$ cat src/rtl/thumb_fetch_sequencer.sv
`default_nettype none
// ============================================================================
// Module  : thumb_fetch_sequencer
// Brief   : Issues fetched words into IF/ID, one slot per ARM word or two
//           halfword slots per Thumb word. Optional skid: THUMB_FETCH_SKID_EN.
// Revision: 1.0 - initial release
// ============================================================================
module thumb_fetch_sequencer #(
  parameter int INST_W = 32,
  parameter int ADDR_W = 32
) (
  input  logic              clock,
  input  logic              reset,
  input  logic              in_FetchValid,
  input  logic [INST_W-1:0] in_FetchWord,
  input  logic [ADDR_W-1:0] in_FetchAddress,
  input  logic              in_ThumbState,
  input  logic              in_DecodeStall,
  input  logic              in_ChangePC,
  input  logic              in_MEMChangePC,
  output logic              out_FetchReady,
  output logic              out_ValidInstruction_IFID,
  output logic [INST_W-1:0] out_PipelineRegister_IFID,
  output logic [ADDR_W-1:0] out_AddressGoWithInstruction,
  output logic              out_ThumbState_IFID
);

  typedef enum logic [1:0] {
    EMPTY = 2'd0,
    ARM   = 2'd1,
    LOW   = 2'd2,
    HIGH  = 2'd3
  } state_t;

  state_t              r_state;
  logic                r_valid;
  logic [INST_W-1:0]   r_word;
  logic [ADDR_W-1:0]   r_addr;
  logic                r_thumb;

  logic                w_flush;
  logic                w_lastSlot;
  logic                w_advance;
  logic                w_accept;
  logic                w_load;
  logic [INST_W-1:0]   w_srcWord;
  logic [ADDR_W-1:1]   w_srcAddr;
  logic                w_srcThumb;
  logic                w_unusedAddrBit0;

  assign w_unusedAddrBit0 = in_FetchAddress[0];

  assign w_flush    = in_ChangePC | in_MEMChangePC;
  assign w_lastSlot = (r_state == ARM) || (r_state == HIGH);
  assign w_advance  = (r_state == EMPTY) || (w_lastSlot && !in_DecodeStall);
  assign w_accept   = in_FetchValid && out_FetchReady;

`ifdef THUMB_FETCH_SKID_EN
  logic                r_skidValid;
  logic [INST_W-1:0]   r_skidWord;
  logic [ADDR_W-1:1]   r_skidAddr;
  logic                r_skidThumb;

  // A full skid still accepts when IF/ID drains it in the same cycle.
  assign out_FetchReady = !w_flush && (!r_skidValid || w_advance);
  assign w_load         = w_advance && (r_skidValid || w_accept);
  assign w_srcWord      = r_skidValid ? r_skidWord  : in_FetchWord;
  assign w_srcAddr      = r_skidValid ? r_skidAddr  : in_FetchAddress[ADDR_W-1:1];
  assign w_srcThumb     = r_skidValid ? r_skidThumb : in_ThumbState;

  always_ff @(posedge clock or negedge reset) begin
    if (!reset) begin
      r_skidValid <= 1'b0;
      r_skidWord  <= '0;
      r_skidAddr  <= '0;
      r_skidThumb <= 1'b0;
    end else if (w_flush) begin
      r_skidValid <= 1'b0;
    end else if (w_accept && !(w_advance && !r_skidValid)) begin
      r_skidValid <= 1'b1;
      r_skidWord  <= in_FetchWord;
      r_skidAddr  <= in_FetchAddress[ADDR_W-1:1];
      r_skidThumb <= in_ThumbState;
    end else if (w_advance && r_skidValid) begin
      r_skidValid <= 1'b0;
    end
  end
`else
  assign out_FetchReady = !w_flush && w_advance;
  assign w_load         = w_accept;
  assign w_srcWord      = in_FetchWord;
  assign w_srcAddr      = in_FetchAddress[ADDR_W-1:1];
  assign w_srcThumb     = in_ThumbState;
`endif

  always_ff @(posedge clock or negedge reset) begin
    if (!reset) begin
      r_state <= EMPTY;
      r_valid <= 1'b0;
      r_word  <= '0;
      r_addr  <= '0;
      r_thumb <= 1'b0;
    end else if (w_flush) begin
      r_state <= EMPTY;
      r_valid <= 1'b0;
    end else if (w_load) begin
      r_valid <= 1'b1;
      r_word  <= w_srcWord;
      r_thumb <= w_srcThumb;
      // ARM words are always word aligned; Thumb keeps the entry halfword.
      r_addr  <= {w_srcAddr[ADDR_W-1:2], w_srcThumb & w_srcAddr[1], 1'b0};
      if (!w_srcThumb)
        r_state <= ARM;
      else if (w_srcAddr[1])
        r_state <= HIGH;
      else
        r_state <= LOW;
    end else if ((r_state == LOW) && !in_DecodeStall) begin
      r_state <= HIGH;
      r_addr  <= {r_addr[ADDR_W-1:2], 2'b10};
    end else if (w_lastSlot && !in_DecodeStall) begin
      r_state <= EMPTY;
      r_valid <= 1'b0;
    end
  end

  assign out_ValidInstruction_IFID    = r_valid;
  assign out_PipelineRegister_IFID    = r_word;
  assign out_AddressGoWithInstruction = r_addr;
  assign out_ThumbState_IFID          = r_thumb;

endmodule
`default_nettype wire

$ cat config.mk
export PLATFORM = sky130hd
export DESIGN_NAME = thumb_fetch_sequencer
export DESIGN_NICKNAME = d
export VERILOG_FILES = /design/src/rtl/thumb_fetch_sequencer.sv
export SDC_FILE = /design/constraint.sdc
export NUM_CORES = 1
export LEC_CHECK = 0
export ABC_AREA = 1
export CORE_MARGIN = 2
export CORE_UTILIZATION = 35
export CTS_CLUSTER_DIAMETER = 50
export CTS_CLUSTER_SIZE = 40
export DETAILED_ROUTE_END_ITERATION = 8
export PLACE_DENSITY_LB_ADDON = 0.05
export SYNTH_ARGS = -nofsm -noshare
export SYNTH_HDL_FRONTEND = slang
export SYNTH_SLANG_ARGS = --single-unit
$ cat constraint.sdc
create_clock -name clock -period 1.6 [get_ports clock]
set_input_delay 0.4 -clock clock [delete_from_list [all_inputs] [get_ports clock]]
set_output_delay 0.4 -clock clock [all_outputs]
set_load 0.01 [all_outputs]
==> results.toml <==
[run_status]
status = "completed"

[setup_path]
worstPathRequired_ns = 1.20
reg2reg_slack_ns = 0.12
reg2reg_depth = 7
worstSetupPathType = "reg -> out"
cp_max_fo = 3
worst_r2r_startpoint = "r_state[0]$_DFFE_PN0P_"
crit_chain = "nand2_1 -> nand2_2 -> nor2_4 -> buf_6"
critPathLaunchType = "flop"
slowest_delay_ns = 0.41
end_kind = "output pin"
critical_path.slowest_cell = "dfrtp_1"
rr_endpoint = "r_state[1]$_DFFE_PN0P_"
arrival_ns = 1.15

[placed_design]
io_buffers = 135
hpwl_mm = 4.60
globalplace.congestion = 0.773
post-place-ws_ns = -0.530
place_area_um2 = 4180

[logic_synthesis]
ys_seq_area_frac = 0.611
synth_nets = 379
ys_ff_latch = 67
syn_inst = 308
ys.warnings.count = 0
netlist_area_um2 = 2740
avgSynthCellArea_um2 = 8.90
yosysUniqueCellTypes = 17

[routing]
met2WireLength_mm = 3.11
met3_length_um = 586
drtIter0Drc = 122
top_layer_used = "met4"
dr.pass1.iters = 4
drtAntennaViolNets = 0
vias_per_cell = 4.61
routedWlPerCell_um = 12.9
num_vias = 2531
drc = 0
drt-total-wl_mm = 7.09
wl_met1_mm = 3.29

[layout]
fin_area_um2 = 4310
syn2layout_area_growth_pct = 57.3
drive_gt1_frac = 0.0828
nets = 514
layout_commonest_cell = "nand2_1"
layout_common_cells = "nand2_1, nand3_1, dlygate4sd2_1"
num_antenna_cells = 0

[run]
cap_violations = 0

[timing]
fmax_mhz = 643
skew_ns = 0.00496
rsz0062_at_grt = "true"
min_period_ns = 1.55
hold_slack_ns = 0.0678
finalCritPeriodShare = 0.972
setup_viol = 0
fin_ws_ns = 0.0451
hold_viol = 0
drv_slew = 0

[floorplanning]
core-area_um2 = 7650
io_pins = 138
die_x_um = 92.5
row_count = 32
chipHeight_um = 92.5
die_area_um2 = 8560
start_util = 0.359

[clocking]
clockRootBuffer = "clkbuf_8"
clock_latency_ns = 0.33
clock_path_buffers = 2
hold_buffers = 0
clock_sinks = 67
cts_buffers = 9
cts_tree = "done"
cts.htree.levels = 3
cts.clk_slew.worst_paths_ns = 0.07

[global_routing]
grt_max_degree = 68
grt_pass1_vias = 2461
grt_pass1_wl_mm = 11.6
grt.overflow.total = 0
grt_usage = 0.170
antenna_found_initial = 0

[pwr]
ir_drop_mv = 0.449
p_per_area_nw_per_um2 = 1080
p_leak_nw = 2.30

[worst_hold_path]
min_path_type = "in -> async"
-- area by class of cell --
class / instances / area (um^2)
clock buffer: 14 / 193
clock inverter: 1 / 5.00
timing repair buffer: 146 / 1370
tap: 102 / 128
fill: 707 / 3330
multi-input combinational: 216 / 928
inverter: 3 / 11.3
sequential: 67 / 1680
-- power by group --
part,switching (W),total [W],internal (W)
Combinational,0.000572,0.00116,0.000590
Clock,0.000582,0.00135,0.000764
Sequential,0.000148,0.00214,0.00199
Total,0.00130,0.00465,0.00335
-- layer usage --
metal | up-vias | GRT usage
li1 | 1250 | -
met1 | 1175 | 0.226
met2 | 97 | 0.259
met3 | 9 | 0.0529
met4 | 0 | 0.0672
met5 | - | 0
-- worst max-delay path by stage --
stage / startpoint / end / slack, ns / cells after the start
CTS: r_state[0]$_DFFE_PN0P_ / out_FetchReady / 0.002 / 5
global placement: in_MEMChangePC / out_AddressGoWithInstruction[1]$_DFFE_PN0P_ / -0.52 / 8
finish: r_state[0]$_DFFE_PN0P_ / out_FetchReady / 0.05 / 4
detailed placement: in_MEMChangePC / out_AddressGoWithInstruction[1]$_DFFE_PN0P_ / -0.53 / 8
global route: r_state[0]$_DFFE_PN0P_ / out_FetchReady / -0.01 / 4
floorplan: in_MEMChangePC / out_FetchReady / 0.26 / 4
-- cell usage after synthesis, drive strengths merged --
cell type | instances | share of area
nand4 | 2 | 0.0046
conb | 1 | 0.0014
buf | 13 | 0.037
nand3 | 69 | 0.13
inv | 3 | 0.0041
nor2 | 5 | 0.010
o21ai | 1 | 0.0018
clkbuf | 9 | 0.012
or2 | 1 | 0.0023
dfrtp | 67 | 0.61
nand2 | 137 | 0.19
-- logic make-up after synthesis --
kind of cell	after synthesis	synth area share
other cells	1	0.00137
buf+inv	25	0.0538
compound gates	1	0.00182
flops	67	0.611
simple gates	214	0.332
-- sequential cells by signal, summed over array words and instances (netlist names) --
signal                        cells
out_PipelineRegister_IFID        32
out_AddressGoWithInstruction     31
r_state                           2
out_ThumbState_IFID               1
out_ValidInstruction_IFID         1
-- per-stage QoR --
| stage | TNS (ns) | total power (W) | instances | utilization |
|---|---|---|---|---|
| after floorplan | 0 | 0.00266 | 308 | - |
| after global placement | -27.65 | 0.00356 | 533 | 0.547 |
| after detailed placement | -28.44 | 0.00357 | 533 | 0.547 |
| after CTS | 0 | 0.00473 | 548 | 0.562 |
| after global routing | -0.0132 | 0.00494 | 549 | 0.564 |
| final | 0 | 0.00465 | 549 | 0.564 |
-- timing repair --
item / 4_1_cts / 5_1_grt
gates resized for setup: 74 / 4
setup endpoints to repair: 131 / 12
setup buffers: 0 / 1
pin swaps: 1 / 1
-- worst max-delay path, delay by kind of cell (launching register included) --
family                 cells  cell delay [ns]
flip-flops                 1             0.41
AND/OR/NAND/NOR            3             0.30
buffers and inverters      1             0.12
Note: power is estimated with default switching activity, not from simulation.
